## src/rtl/uart_rx_fifo.sv

```systemverilog
// 8N1 UART receiver with a two-flop input synchronizer and 3-sample majority vote.
// Received bytes land in a first-word-fall-through FIFO that the host drains with rd_en.
module uart_rx_fifo #(
  parameter int clk_freq   = 1000000,
  parameter int baud_rate  = 9600,
  parameter int fifo_depth = 8
) (
  input  logic                        clk,
  input  logic                        rst,
  input  logic                        rx,
  input  logic                        rd_en,
  output logic [7:0]                  dout,
  output logic                        valid,
  output logic                        full,
  output logic [$clog2(fifo_depth):0] count,
  output logic                        donerx,
  output logic                        frame_err,
  output logic                        overrun
);

  // state | meaning
  // IDLE  | line idle, waiting for rxs=0
  // START | start bit; a majority of 1 is a glitch and aborts
  // DATA  | data bits 1..8, LSB first, shifted into shreg
  // STOP  | stop bit; push, overrun or framing error at its midpoint
  // BRK   | after a framing error, wait for the line to return high

  localparam int CLKCOUNT = clk_freq / baud_rate;
  localparam int HALF     = CLKCOUNT / 2;
  localparam int CW       = $clog2(CLKCOUNT);
  localparam int AW       = $clog2(fifo_depth);
  localparam logic [CW-1:0] CNT_LAST = CW'(CLKCOUNT - 1);
  localparam logic [CW-1:0] CNT_S0   = CW'(HALF - 1);
  localparam logic [CW-1:0] CNT_S1   = CW'(HALF);
  localparam logic [CW-1:0] CNT_DEC  = CW'(HALF + 1);
  localparam logic [AW:0]   DEPTH    = (AW+1)'(fifo_depth);

  typedef enum logic [2:0] {IDLE, START, DATA, STOP, BRK} state_t;

  state_t        state;
  logic          rx_s1, rxs;
  logic [CW-1:0] cnt;
  logic [3:0]    bi;
  logic          samp0, samp1;
  logic [7:0]    shreg;
  logic [7:0]    mem [fifo_depth];
  logic [AW-1:0] wr_ptr, rd_ptr;
  logic          maj, decide, push, pop;

  always_ff @(posedge clk or negedge rst) begin
    if (!rst) begin
      rx_s1 <= 1'b1;
      rxs   <= 1'b1;
    end else begin
      rx_s1 <= rx;
      rxs   <= rx_s1;
    end
  end

  // Third vote is the live synchronizer output on the decision edge.
  assign maj    = (samp0 & samp1) | (samp0 & rxs) | (samp1 & rxs);
  assign decide = (cnt == CNT_DEC);
  assign push   = (state == STOP) && decide && maj && (!full || rd_en);
  assign pop    = rd_en && valid;

  assign valid = (count != '0);
  assign full  = (count == DEPTH);
  assign dout  = valid ? mem[rd_ptr] : 8'h00;

  always_ff @(posedge clk or negedge rst) begin
    if (!rst) begin
      state     <= IDLE;
      cnt       <= '0;
      bi        <= '0;
      samp0     <= 1'b1;
      samp1     <= 1'b1;
      shreg     <= '0;
      donerx    <= 1'b0;
      frame_err <= 1'b0;
      overrun   <= 1'b0;
    end else begin
      donerx    <= 1'b0;
      frame_err <= 1'b0;
      overrun   <= 1'b0;
      if (state == START || state == DATA || state == STOP) begin
        if (cnt == CNT_S0) samp0 <= rxs;
        if (cnt == CNT_S1) samp1 <= rxs;
        if (cnt == CNT_LAST) begin
          cnt <= '0;
          bi  <= bi + 4'd1;
        end else begin
          cnt <= cnt + CW'(1);
        end
      end
      case (state)
        IDLE: begin
          if (!rxs) begin
            state <= START;
            cnt   <= '0;
            bi    <= '0;
          end
        end
        START: begin
          if (decide && maj) state <= IDLE;
          else if (cnt == CNT_LAST) state <= DATA;
        end
        DATA: begin
          if (decide) shreg <= {maj, shreg[7:1]};
          if (cnt == CNT_LAST && bi == 4'd8) state <= STOP;
        end
        STOP: begin
          // Returning to IDLE at the stop midpoint re-arms for the next start edge.
          if (decide) begin
            if (!maj) begin
              frame_err <= 1'b1;
              state     <= BRK;
            end else if (push) begin
              donerx <= 1'b1;
              state  <= IDLE;
            end else begin
              overrun <= 1'b1;
              state   <= IDLE;
            end
          end
        end
        BRK: begin
          if (rxs) state <= IDLE;
        end
        default: state <= IDLE;
      endcase
    end
  end

  always_ff @(posedge clk) begin
    if (push) mem[wr_ptr] <= shreg;
  end

  always_ff @(posedge clk or negedge rst) begin
    if (!rst) begin
      wr_ptr <= '0;
      rd_ptr <= '0;
      count  <= '0;
    end else begin
      if (push) wr_ptr <= wr_ptr + AW'(1);
      if (pop)  rd_ptr <= rd_ptr + AW'(1);
      case ({push, pop})
        2'b10:   count <= count + (AW+1)'(1);
        2'b01:   count <= count - (AW+1)'(1);
        default: count <= count;
      endcase
    end
  end

endmodule

```

## config.mk

```make
export PLATFORM = sky130hd
export DESIGN_NAME = uart_rx_fifo
export DESIGN_NICKNAME = d
export VERILOG_FILES = /design/src/rtl/uart_rx_fifo.sv
export SDC_FILE = /design/constraint.sdc
export NUM_CORES = 1
export LEC_CHECK = 0
export BUFFER_PORTS_ARGS = -buffer_cell sky130_fd_sc_hd__buf_4
export CAP_MARGIN = 20
export CORE_ASPECT_RATIO = 1.1
export CORE_MARGIN = 5
export CORE_UTILIZATION = 40
export DETAILED_ROUTE_END_ITERATION = 8
export PLACE_DENSITY_LB_ADDON = 0.2
export SLEW_MARGIN = 20
export SYNTH_ARGS = -nofsm -noshare
export SYNTH_HDL_FRONTEND = slang
export SYNTH_SLANG_ARGS = --single-unit
```

## constraint.sdc

```tcl
create_clock -name clk -period 2.4 [get_ports clk]
set_input_delay 0.12 -clock clk [delete_from_list [all_inputs] [get_ports clk]]
set_output_delay 0.12 -clock clk [all_outputs]
set_load 0.05 [all_outputs]
```

# Yosys cells after proc, flatten, opt, wreduce, memory -nomap -nowiden
# Memories as Yosys holds them, arrays and structs flattened.
# Index checks and enable logic that the tools add are counted.
# Widths: inputs -> output; s select.
# classes
n_eq_ne,17
muxes,30
addsub,6
bitwise_logic,5
n_reduce_logical,17
# op_table
op,n
$mux 7,4
$eq 7x6->1 const B,3
$mux 3,7
$mux 4,4
$pmux 3 s5,1
$mux 1,12
$add 4x1->4 const B,2
$eq 4x4->1 const B,2
$mux 8,1
$pmux 4 s2,1
$add 7x1->7 const B,1
$eq 7x7->1 const B,1
$add 3x1->3 const B,2
$eq 3x2->1 const B,2
$logic_and 1x1->1,6
$ne 2x2->1 const B,3
$reduce_and 2->1,3
$reduce_and 5->1,1
$reduce_bool 4->1,1
$sub 4x1->4 const B,1
$and 1x1->1,3
$eq 3x1->1 const B,1
$eq 3x3->1 const B,1
$logic_not 3->1,1
8 further kinds,11
# totals
memories,1
regBits,39
out_inout_bits,17
ramBits,64
# memory_table
memory,depth,word_bits,read_ports,rd_clocked_by_memory_dff,wr,line_no,text
mem,8,8,1,0,1,46,logic [7:0] mem [fifo_depth];

# Depth between registers and ports, before layout
# Gate-level depths: netlist of the first run.
# depth
depth_word,9
ltp_mapped,12

# Worst setup path after synthesis of the first run
# Ideal clock, no wire load.
# synth_path
path_kind,register to register
startpoint,reg count[1]
endpoint,reg count[2]
required_time_ns,2.249
arrival_time_ns,2.802
path_buffers,2
slack_ns,-0.553
synth_period_minus_slack_ns,2.953
stages_incl_launch_ff,13
cell_sequence,dfrtp_1 buf_6 nor4_4 inv_2 and2_1 buf_6 ha_1 xor2_1 ha_1 a21oi_1 xor2_1 nor2_1 xor2_1
# synth_between
word_cells_on_any_way,12
# synth_lines
item,line_no,text
"start, declared",15,"output logic [$clog2(fifo_depth):0] count,"
"start signal, assigned",147,2'b10: count <= count + (AW+1)'(1);
"start signal, assigned",148,2'b01: count <= count - (AW+1)'(1);
"start signal, assigned",149,default: count <= count;
$reduce_bool 4->1 *,66,assign valid = (count != '0);
net valid,13,"output logic valid,"
$logic_and 1x1->1 *,64,assign pop = rd_en && valid;
net pop,48,"logic maj, decide, push, pop;"
$eq 2x1->1 or $eq 2x2->1 (tied branches),146,"case ({push, pop})"
$pmux 4 s2 or $reduce_bool 2->1 (tied branches),--,
# The timed path passes the listed nets; every way through them passes the cells marked *.
# A chain may end at the register's enable or synchronous reset.

# Worst setup path in the final report of the first run
# layout_path
startpoint,reg count[2]
endpoint,reg count[2]
# layout_between
elab_chain_cells,6
word_cells_on_any_way,12
# layout_rtl
item,line_no,text
$eq 4x4->1,67,assign full = (count == DEPTH);
$logic_not 1->1,63,assign push = (state == STOP) && decide && maj && (!full || rd_en);
$logic_or 1x1->1,63,
$logic_and 1x1->1,63,
$eq 2x1->1 or $eq 2x2->1 (tied branches),146,
$pmux 4 s2 or $reduce_bool 2->1 (tied branches),--,
# Several ways; a longest one is shown, not always the timed one.

==> results of run 1 <==
power breakdown:
part	switching (mW)	leakage, nW	internal (mW)
clock	0.624	0.130	0.731
combinational	0.0171	0.828	0.00809
sequential	0.000773	1.25	1.87
total	0.642	2.21	2.61
Yosys cell counts (all sizes together), types with 3 or more instances:
cell type and count:
dfrtp 35, nor4 7, nand2b 6, edfxtp 64, inv 9, xnor2 8
dfstp 4, buf 9, xor2 10, ha 10, nand3b 5, nor3 7
nand3 7, mux2i 10, nand4 3, mux4 16, o21ai 4, mux2 13
nand2 9, nor2 25
flip-flops by register name (all words and copies together) (netlist names), 3 cells and up:
| register | count |
|---|---|
| mem | 64 |
| count | 4 |
| state | 3 |
| bi | 4 |
| rd_ptr | 3 |
| wr_ptr | 3 |
| shreg | 8 |
| cnt | 7 |
repair_timing:
action                                  CTS  global route
endpoints found under the setup margin    0             2
resized for setup                         0             2
hold endpoints to repair                 37             0
hold buffers                              3             0
buffers inserted                          0             2
worst register-to-register path, delay by kind of cell, from the launching register on:
family / cells / cell delay [ns]
xor+xnor: 3 / 0.46
flops: 1 / 0.47
simple gates: 3 / 0.69
fa+ha+maj: 2 / 0.35
compound gates: 2 / 0.27
per-layer routing:
metal	part of all wire, %	vias up
met5	0	-
met4	1.1	0
met3	3.1	11
met2	53	37
met1	43	1274
li1	-	1183
final cells by class:
cell class | instances | area, um2
timing repair buffer | 54 | 412.9
clock buffer | 11 | 242.7
tap | 150 | 187.7
sequential | 103 | 2910
clock inverter | 5 | 32.53
multi-input combinational | 162 | 1589
inverter | 9 | 36.28
fill | 985 | 5926
through the flow:
step                      setup slack (ns)  util, %
after floorplan                    -0.1762        -
after global placement             0.08038    44.84
after detailed placement           0.04563    44.84
after CTS                          0.01822    47.53
after global routing             0.0009346    47.73
final                              0.08037    47.73
cell families (layout without fill, tap and decap cells):
logic type / Yosys count / count (layout) / synth area share, %
AOI/OAI and AO/OA: 15 / 15 / 2.272
adders and majority gates: 11 / 11 / 2.956
buffers and inverters: 20 / 79 / 2.683
muxes: 39 / 39 / 14.10
and+or+nand+nor: 79 / 79 / 11.03
DFF: 103 / 103 / 63.51
xor gates and xnor gates: 18 / 18 / 3.449
placed cells by master, fill, tap and decap left out, types with 2 or more instances in the layout:
master	synthesis	final
buf_4	0	51
clkbuf_16	0	9
clkinvlp_4	0	2
dfrtp_1	35	31
dfrtp_2	0	3
dfstp_2	4	4
dlygate4sd3_1	0	3
edfxtp_1	64	64
ha_1	10	7
ha_2	0	2
inv_1	8	8
mux2_1	2	2
mux2_4	10	10
mux2i_1	10	10
mux4_2	16	16
nand2_1	7	7
nand2_4	2	2
nand2b_1	5	5
nand3_1	7	7
nand3b_1	3	3
nand4_1	3	3
nor2_1	25	25
nor3_1	7	7
nor4_1	4	3
nor4_4	3	3
nor4b_1	2	2
o21ai_0	4	4
o31ai_1	2	2
xnor2_1	8	8
xor2_1	10	10
worst max path at each step:
stage / from / end / slack (ns) / cells past startpoint
3_5_place_dp: count[2] / count[2] / 0.05 / 10
3_3_place_gp: count[2] / count[2] / 0.08 / 10
5_1_grt: cnt[1] / count[2] / 0.0009 / 13
4_1_cts: count[2] / count[2] / 0.02 / 10
2_1_floorplan: count[2] / count[2] / -0.18 / 11
6_report: count[2] / count[2] / 0.08 / 10
==> out/metrics.cfg, run 1 <==
[outcome]
status = completed

[die]
design.die.area_mm2 = 0.01367
ioPinCount = 21
start_util_pct = 40.32
fp-row-count = 41
die_w_um = 111.9
coreArea_mm2 = 0.01134
die_y_um = 122.1

[cells_and_area]
final_cells = 494
layout.nets = 353
antenna_cells = 0
syn_to_final_growth_pct = 18.40
drive_gt1_share_pct = 34.59
design_area_mm2 = 0.005411

[route]
drt_iter0_drc = 128
first_pass_iters = 4
viasPerCell = 5.071
vias = 2505
drc = 0
wl_um = 8618
postRouteAntennaNets = 0
wl_per_cell_um = 17.45

[logic_synthesis]
synth_area_leaders = edfxtp_1 (42%), dfrtp_1 (19%), mux4_2 (7.9%)
synth_edf_count = 64
synth-seq-cells = 103
postSynthCellCount = 285
synth_top_area_share_pct = 42.05
synth_top_flop_cell = edfxtp_1
synth_top_cell_by_area = edfxtp_1
async_flop_share_pct = 37.86
synth.net_count = 299
yosysSeqAreaShare_pct = 63.51
synth_warnings = 0
yosysUniqueCellTypes = 49
synth_area_mm2 = 0.004571
avgSynthCellArea_um2 = 16.04

[global_route]
grt_pass1_vias = 2620
grt_util_met3_pct = 3.179
grt.total_usage_pct = 13.54
grt_pass1_wl_um = 13940
overflow = 0
grt.busiest_layer = met2
grt_max_degree = 40
grtUsageMet2_pct = 24.03
grt_util_met1_pct = 16.20
antenna_found_initial = 0

[clock_tree]
h-tree-depth = 3
cts-root-buf = clkbuf_16
clk_latency_ns = 0.34
numClockSinks = 103
clockBufferDepth = 2
tritoncts = built
numCtsBuffers = 9
clkTransAtPathRegs_ns = 0.06

[sta]
fin_crit_sh_pct = 96.65
fin_setup_tns_ns = 0
setup_violations = 0
hold_viol = 0
max_freq_mhz = 431.1
fin_crit_ns = 2.320
rsz0062_at_grt = false
tightestPinTransition_ns = 0.8768
finalMaxSlewViolations = 0
finClkSkew_ns = 0.008317
relSlewSlack_pct = 41.33
worst_hold_slack_ns = 0.2977

[critical_path]
crit_path_end_kind = flip-flop
max_stage_delay_ns = 0.49
path_cells = or4b_4 > o21a_4 > nand2_4 > ha_4 > xor2_1 > ha_2 > a21oi_2 > xor2_1 > nor2_1 > xor2_1
setup.worst_path.class = flip-flop to flip-flop
ff2ff_path_depth = 10
worstPathRequired_ns = 2.65
r2r_slack_ns = 0.08
cpMaxStageDelayCell = or4b_4
start_kind = flip-flop
rr_startpoint = count[2]
critical_path_buf_inv_count = 0
r2r-end = count[2]
arrival_ns = 2.57
crit_fanout = 4
critical_path.top_delay_family = simple AND/OR/NAND/NOR gates
cp_common_cell = xor2_1

[placement]
dp_hpwl_um = 5690
io_buffers = 20
placed_cells = 473
placed_cell_area_mm2 = 0.005084
place_congestion = 0.7683

[power]
peakVddDrop_mv = 0.2851
p_leak_nw = 2.212
p_per_area_mw_per_mm2 = 600.6
total_power_mw = 3.250

[run]
cap_violations = 0

[worst_hold_path]
hold_path_class = primary input to async pin

Note: power is estimated with default switching activity, not from simulation.
==> run 2: changes to the inputs <==
==> constraint.sdc (replaced) <==
create_clock -name clk -period 2.43 [get_ports clk]
set_input_delay 0.1215 -clock clk [delete_from_list [all_inputs] [get_ports clk]]
set_output_delay 0.1215 -clock clk [all_outputs]
set_load 0.05 [all_outputs]
==> run 2 against run 1 <==
  * Critical path depth stayed put
  * First-iteration DRC count is 48% lower
  * Non-clock buffer count is 1 higher
  * Die area stayed put
  * Flip-flop and latch count stayed put
  * Largest cell class unchanged
  * Maximum frequency is 1.1% lower
  * Global-route usage is 0.28 points higher
  * Clock-buffer cell count is 1 lower
==> out/metrics.cfg, run 2 (synthesis results as in run 1) <==
[outcome]
status = completed

[sta]
setup_violations = 0
relSlewSlack_pct = 46.31
finalMaxSlewViolations = 0
rsz0062_at_grt = true
fin_crit_ns = 2.346
fin_crit_sh_pct = 96.53
tightestPinTransition_ns = 0.8054
finClkSkew_ns = 0.008990
layout_setup_ws_ns = 0.08420
max_freq_mhz = 426.3
hold_viol = 0

[cells_and_area]
largest_reg_flops = 64
top_register = mem
layout.nets = 354
drive_gt1_share_pct = 36.23
antenna_cells = 0
multiInputGateArea_mm2 = 0.001623
reg_top3 = mem (64), shreg (8), cnt (7)
n_fill_cell = 998
layout_common_cells = edfxtp_1 (64), buf_4 (52), dfrtp_1 (31)
final_common_cell = edfxtp_1
seqCellArea_mm2 = 0.002910
syn_to_final_growth_pct = 19.60
design_area_mm2 = 0.005466

[worst_hold_path]
hold_path_class = primary input to async pin

[power]
p_leak_nw = 2.267
p_per_area_mw_per_mm2 = 602.2
total_power_mw = 3.292
peakVddDrop_mv = 0.3629

[die]
ioPinCount = 21
coreArea_mm2 = 0.01134
die_w_um = 111.9
design.die.area_mm2 = 0.01367
die_y_um = 122.1
fp-row-count = 41
start_util_pct = 40.32

[critical_path]
worstPathRequired_ns = 2.68
r2r-end = count[2]
ff2ff_path_depth = 10
critical_path_buf_inv_count = 0
setup.worst_path.end = count[2]
setup.worst_path.class = flip-flop to flip-flop
critical_path.top_delay_family = simple AND/OR/NAND/NOR gates
startpoint = count[2]
path_cells = or4b_4 > o21a_4 > nand2_4 > ha_4 > xor2_2 > ha_2 > a21oi_2 > xor2_1 > nor2_1 > xor2_1
cp_common_cell = xor2_1
start_kind = flip-flop
max_stage_delay_ns = 0.51
cpMaxStageDelayCell = or4b_4
critical_path_depth = 10
arrival_ns = 2.60
rr_startpoint = count[2]
crit_path_end_kind = flip-flop
crit_fanout = 4
r2r_slack_ns = 0.08

[placement]
dp_hpwl_um = 5680
placed_cell_area_mm2 = 0.005069
io_buffers = 20
dpl_worst_slack_ns = 0.03262
place_congestion = 0.7366

[route]
drt_iter0_drc = 67
first_pass_iters = 4
wl_per_cell_um = 17.69
drc = 0
vias = 2483
postRouteAntennaNets = 0
wl_um = 8755
viasPerCell = 5.016

[clock_tree]
numCtsBuffers = 9
numClockSinks = 103
cts-root-buf = clkbuf_16
clockBufferDepth = 2
clkTransAtPathRegs_ns = 0.06
clk_latency_ns = 0.34
h-tree-depth = 3
tritoncts = built

[global_route]
overflow = 0
antenna_found_initial = 0
grt_max_degree = 40
grt_pass1_wl_um = 14250
grt.total_usage_pct = 13.82
grt_pass1_vias = 2678

[run]
cap_violations = 0

run 2: routing by layer:
metal / GRT usage, % / vias to the layer above / share of wire [%]
met3: 2.583 / 13 / 1.9
met1: 16.30 / 1264 / 42
met2: 24.44 / 26 / 54
met4: 6.540 / 0 / 2.1
li1: - / 1180 / -
met5: 0 / - / 0
run 2: power by group:
part	switching [mW]	leakage [nW]	internal [mW]
Clock	0.624	0.140	0.796
Combinational	0.0165	0.873	0.00798
Sequential	0.000794	1.25	1.85
run 2: worst min-delay path by stage:
stage,start,endpoint,slack (ns),cells after the start
global route,rst,frame_err,0.37,2
global placement,rst,overrun,0.14,1
CTS,rst,overrun,0.32,2
detailed placement,rst,overrun,0.15,1
finish,rst,frame_err,0.29,2
floorplan,rst,bi[0],-0.17,0
run 2: repair_timing:
item / 4_1_cts / 5_1_grt
setup endpoints to repair: 1 / 18
endpoints found under the hold margin: 37 / 0
pin swaps: 0 / 6
gates resized for setup: 1 / 7
buffers inserted: 0 / 5
hold buffers: 3 / 0
run 2: layout make-up:
cell class / count / area share (%)
Clock inverter: 6 / 1.099
Tap cell: 150 / 3.433
Sequential cell: 103 / 53.24
Inverter: 9 / 0.6638
Multi-Input combinational cell: 162 / 29.69
Timing Repair Buffer: 55 / 7.691
Clock buffer: 10 / 4.189
run 2: per-stage QoR:
stage | std cells | hold WS (ns) | setup TNS (ns) | utilization, %
6_report | 495 | 0.2922 | 0 | 48.22
5_1_grt | 495 | 0.3653 | -0.07326 | 48.22
4_1_cts | 490 | 0.3189 | 0 | 47.59
3_5_place_dp | 471 | 0.1458 | 0 | 44.71
3_3_place_gp | 471 | 0.1414 | 0 | 44.71
2_1_floorplan | 285 | -0.1741 | -0.3612 | -
==> run 3: changes to the inputs <==
--- a/config.mk
+++ b/config.mk
@@ -11,7 +11,7 @@
 export CORE_MARGIN = 5
 export CORE_UTILIZATION = 40
 export DETAILED_ROUTE_END_ITERATION = 8
-export PLACE_DENSITY_LB_ADDON = 0.2
+export PLACE_DENSITY = 0.66
 export SLEW_MARGIN = 20
 export SYNTH_ARGS = -nofsm -noshare
 export SYNTH_HDL_FRONTEND = slang
==> run 3 against run 2 <==
  * Global-route usage decreased by 0.77 points
  * Total power increased by 3.8%
  * Utilization about the same
  * Maximum frequency about the same
  * Routed wire length decreased by 6.1%
==> out/metrics.cfg, run 3 (synthesis results as in run 1) <==
[clock_tree]
numCtsBuffers = 9
cts-root-buf = clkbuf_16
clk_latency_ns = 0.35
numClockSinks = 103
postCtsSetupBuffers = 0
clockBufferDepth = 2
clkTransAtPathRegs_ns = 0.07
h-tree-depth = 3
tritoncts = built

[global_route]
grt_max_degree = 40
grt.busiest_layer = met2
grt_util_met3_pct = 2.881
antenna_found_initial = 0
grt_util_met1_pct = 17.15
overflow = 0
grt.total_usage_pct = 13.05
grt_pass1_wl_um = 13690
grtUsageMet2_pct = 21.40
grt_pass1_vias = 2598

[route]
postRouteAntennaNets = 0
drc = 0
viasPerCell = 5.025
drt_iter0_drc = 85
first_pass_iters = 5
wl_um = 8223
vias = 2457
wl_per_cell_um = 16.82

[cells_and_area]
final_cells = 489
design_area_mm2 = 0.005465
drive_gt1_share_pct = 35.10
syn_to_final_growth_pct = 19.57
reg_top3 = mem (64), shreg (8), cnt (7)
final_common_cell = edfxtp_1
n_fill_cell = 980
layout_common_cells = edfxtp_1 (64), buf_4 (46), dfrtp_1 (31)
layout.nets = 348
top_register = mem
antenna_cells = 0
largest_reg_flops = 64

[critical_path]
setup.worst_path.class = flip-flop to flip-flop
start_kind = flip-flop
worstPathRequired_ns = 2.69
crit_fanout = 5
r2r_slack_ns = 0.09
crit_path_end_kind = flip-flop
arrival_ns = 2.60

[placement]
dp_hpwl_um = 5413
io_buffers = 20
place_congestion = 0.7662
placed_cell_area_mm2 = 0.005055
placed_cells = 470
dpl_worst_slack_ns = 0.05514

[sta]
worst_hold_slack_ns = 0.3099
setup_violations = 0
rsz0062_at_grt = true
relSlewSlack_pct = 45.61
finClkSkew_ns = 0.009984
fin_crit_ns = 2.345
hold_viol = 0
layout_setup_ws_ns = 0.08541
tightestPinTransition_ns = 0.8158
max_freq_mhz = 426.5
finalMaxSlewViolations = 0
fin_crit_sh_pct = 96.49

[die]
fp-row-count = 41
design.die.area_mm2 = 0.01367
start_util_pct = 40.32
die_w_um = 111.9
coreArea_mm2 = 0.01134
die_y_um = 122.1
ioPinCount = 21

[run]
cap_violations = 0

[power]
peakVddDrop_mv = 0.3158
p_per_area_mw_per_mm2 = 625.0
p_leak_nw = 2.253

[outcome]
status = completed

[worst_hold_path]
hold_path_class = primary input to async pin

run 3: cell count changes in the layout (fill, tap and decap cells not counted), sizes merged:
cell      previous run  this run
bufinv               1         2
clkinvlp             1         0
buf                 52        46
run 3: timing repair:
item / 4_1_cts / 5_1_grt
setup endpoints to repair: 0 / 10
hold buffers: 3 / 0
hold endpoints to repair: 37 / 0
resized for setup: 0 / 9
run 3: path summary, 6_finish.rpt:
kind                           from  endpoint  cells after the start
max                        count[2]  count[2]                     10
min reg2reg                   rx_s1       rxs                      0
max in group asynchronous       rst  count[2]                      2
min                             rst     bi[3]                      2
min in group clk              rx_s1       rxs                      0
max reg2reg                count[2]  count[2]                     10
run 3: layout make-up:
class / count / area (um2) / area share, %
clock buffer: 10 / 229.0 / 4.190
multi-input combinational: 162 / 1632 / 29.85
sequential: 103 / 2910 / 53.25
tap: 150 / 187.7 / 3.434
timing repair buffer: 49 / 375.4 / 6.868
inverter: 9 / 36.28 / 0.6639
clock inverter: 6 / 95.09 / 1.740
run 3: report_power, final:
| group | internal (mW) | switching, mW | total, mW | leakage, nW |
|---|---|---|---|---|
| sequential | 1.85 | 0.000870 | 1.85 | 1.25 |
| combinational | 0.00797 | 0.0168 | 0.0248 | 0.843 |
| clock | 0.912 | 0.632 | 1.54 | 0.157 |
| total | 2.77 | 0.649 | 3.42 | 2.25 |
run 3: critical path: stages (launching register included):
cell,delay (ns)
dfrtp_4,0.47
or4b_4,0.52
o21a_4,0.23
nand2_4,0.08
ha_4,0.16
xor2_2,0.15
ha_2,0.19
a21oi_2,0.03
xor2_1,0.14
nor2_1,0.12
xor2_1,0.16
run 3: layer usage:
metal / part of all wire, % / vias to the layer above
met5: 0 / -
met4: 1.1 / 0
met3: 3.1 / 8
met2: 51 / 31
met1: 45 / 1243
li1: - / 1175
run 3: metrics by stage:
| stage | TNS (ns) | util [%] | total power, mW |
|---|---|---|---|
| final | 0 | 48.21 | 3.416 |
| after global routing | -0.06106 | 48.21 | 3.536 |
| after CTS | 0 | 47.71 | 3.452 |
| after detailed placement | 0 | 44.59 | 1.906 |
| after global placement | 0 | 44.59 | 1.905 |
| after floorplan | -0.3612 | - | 1.886 |
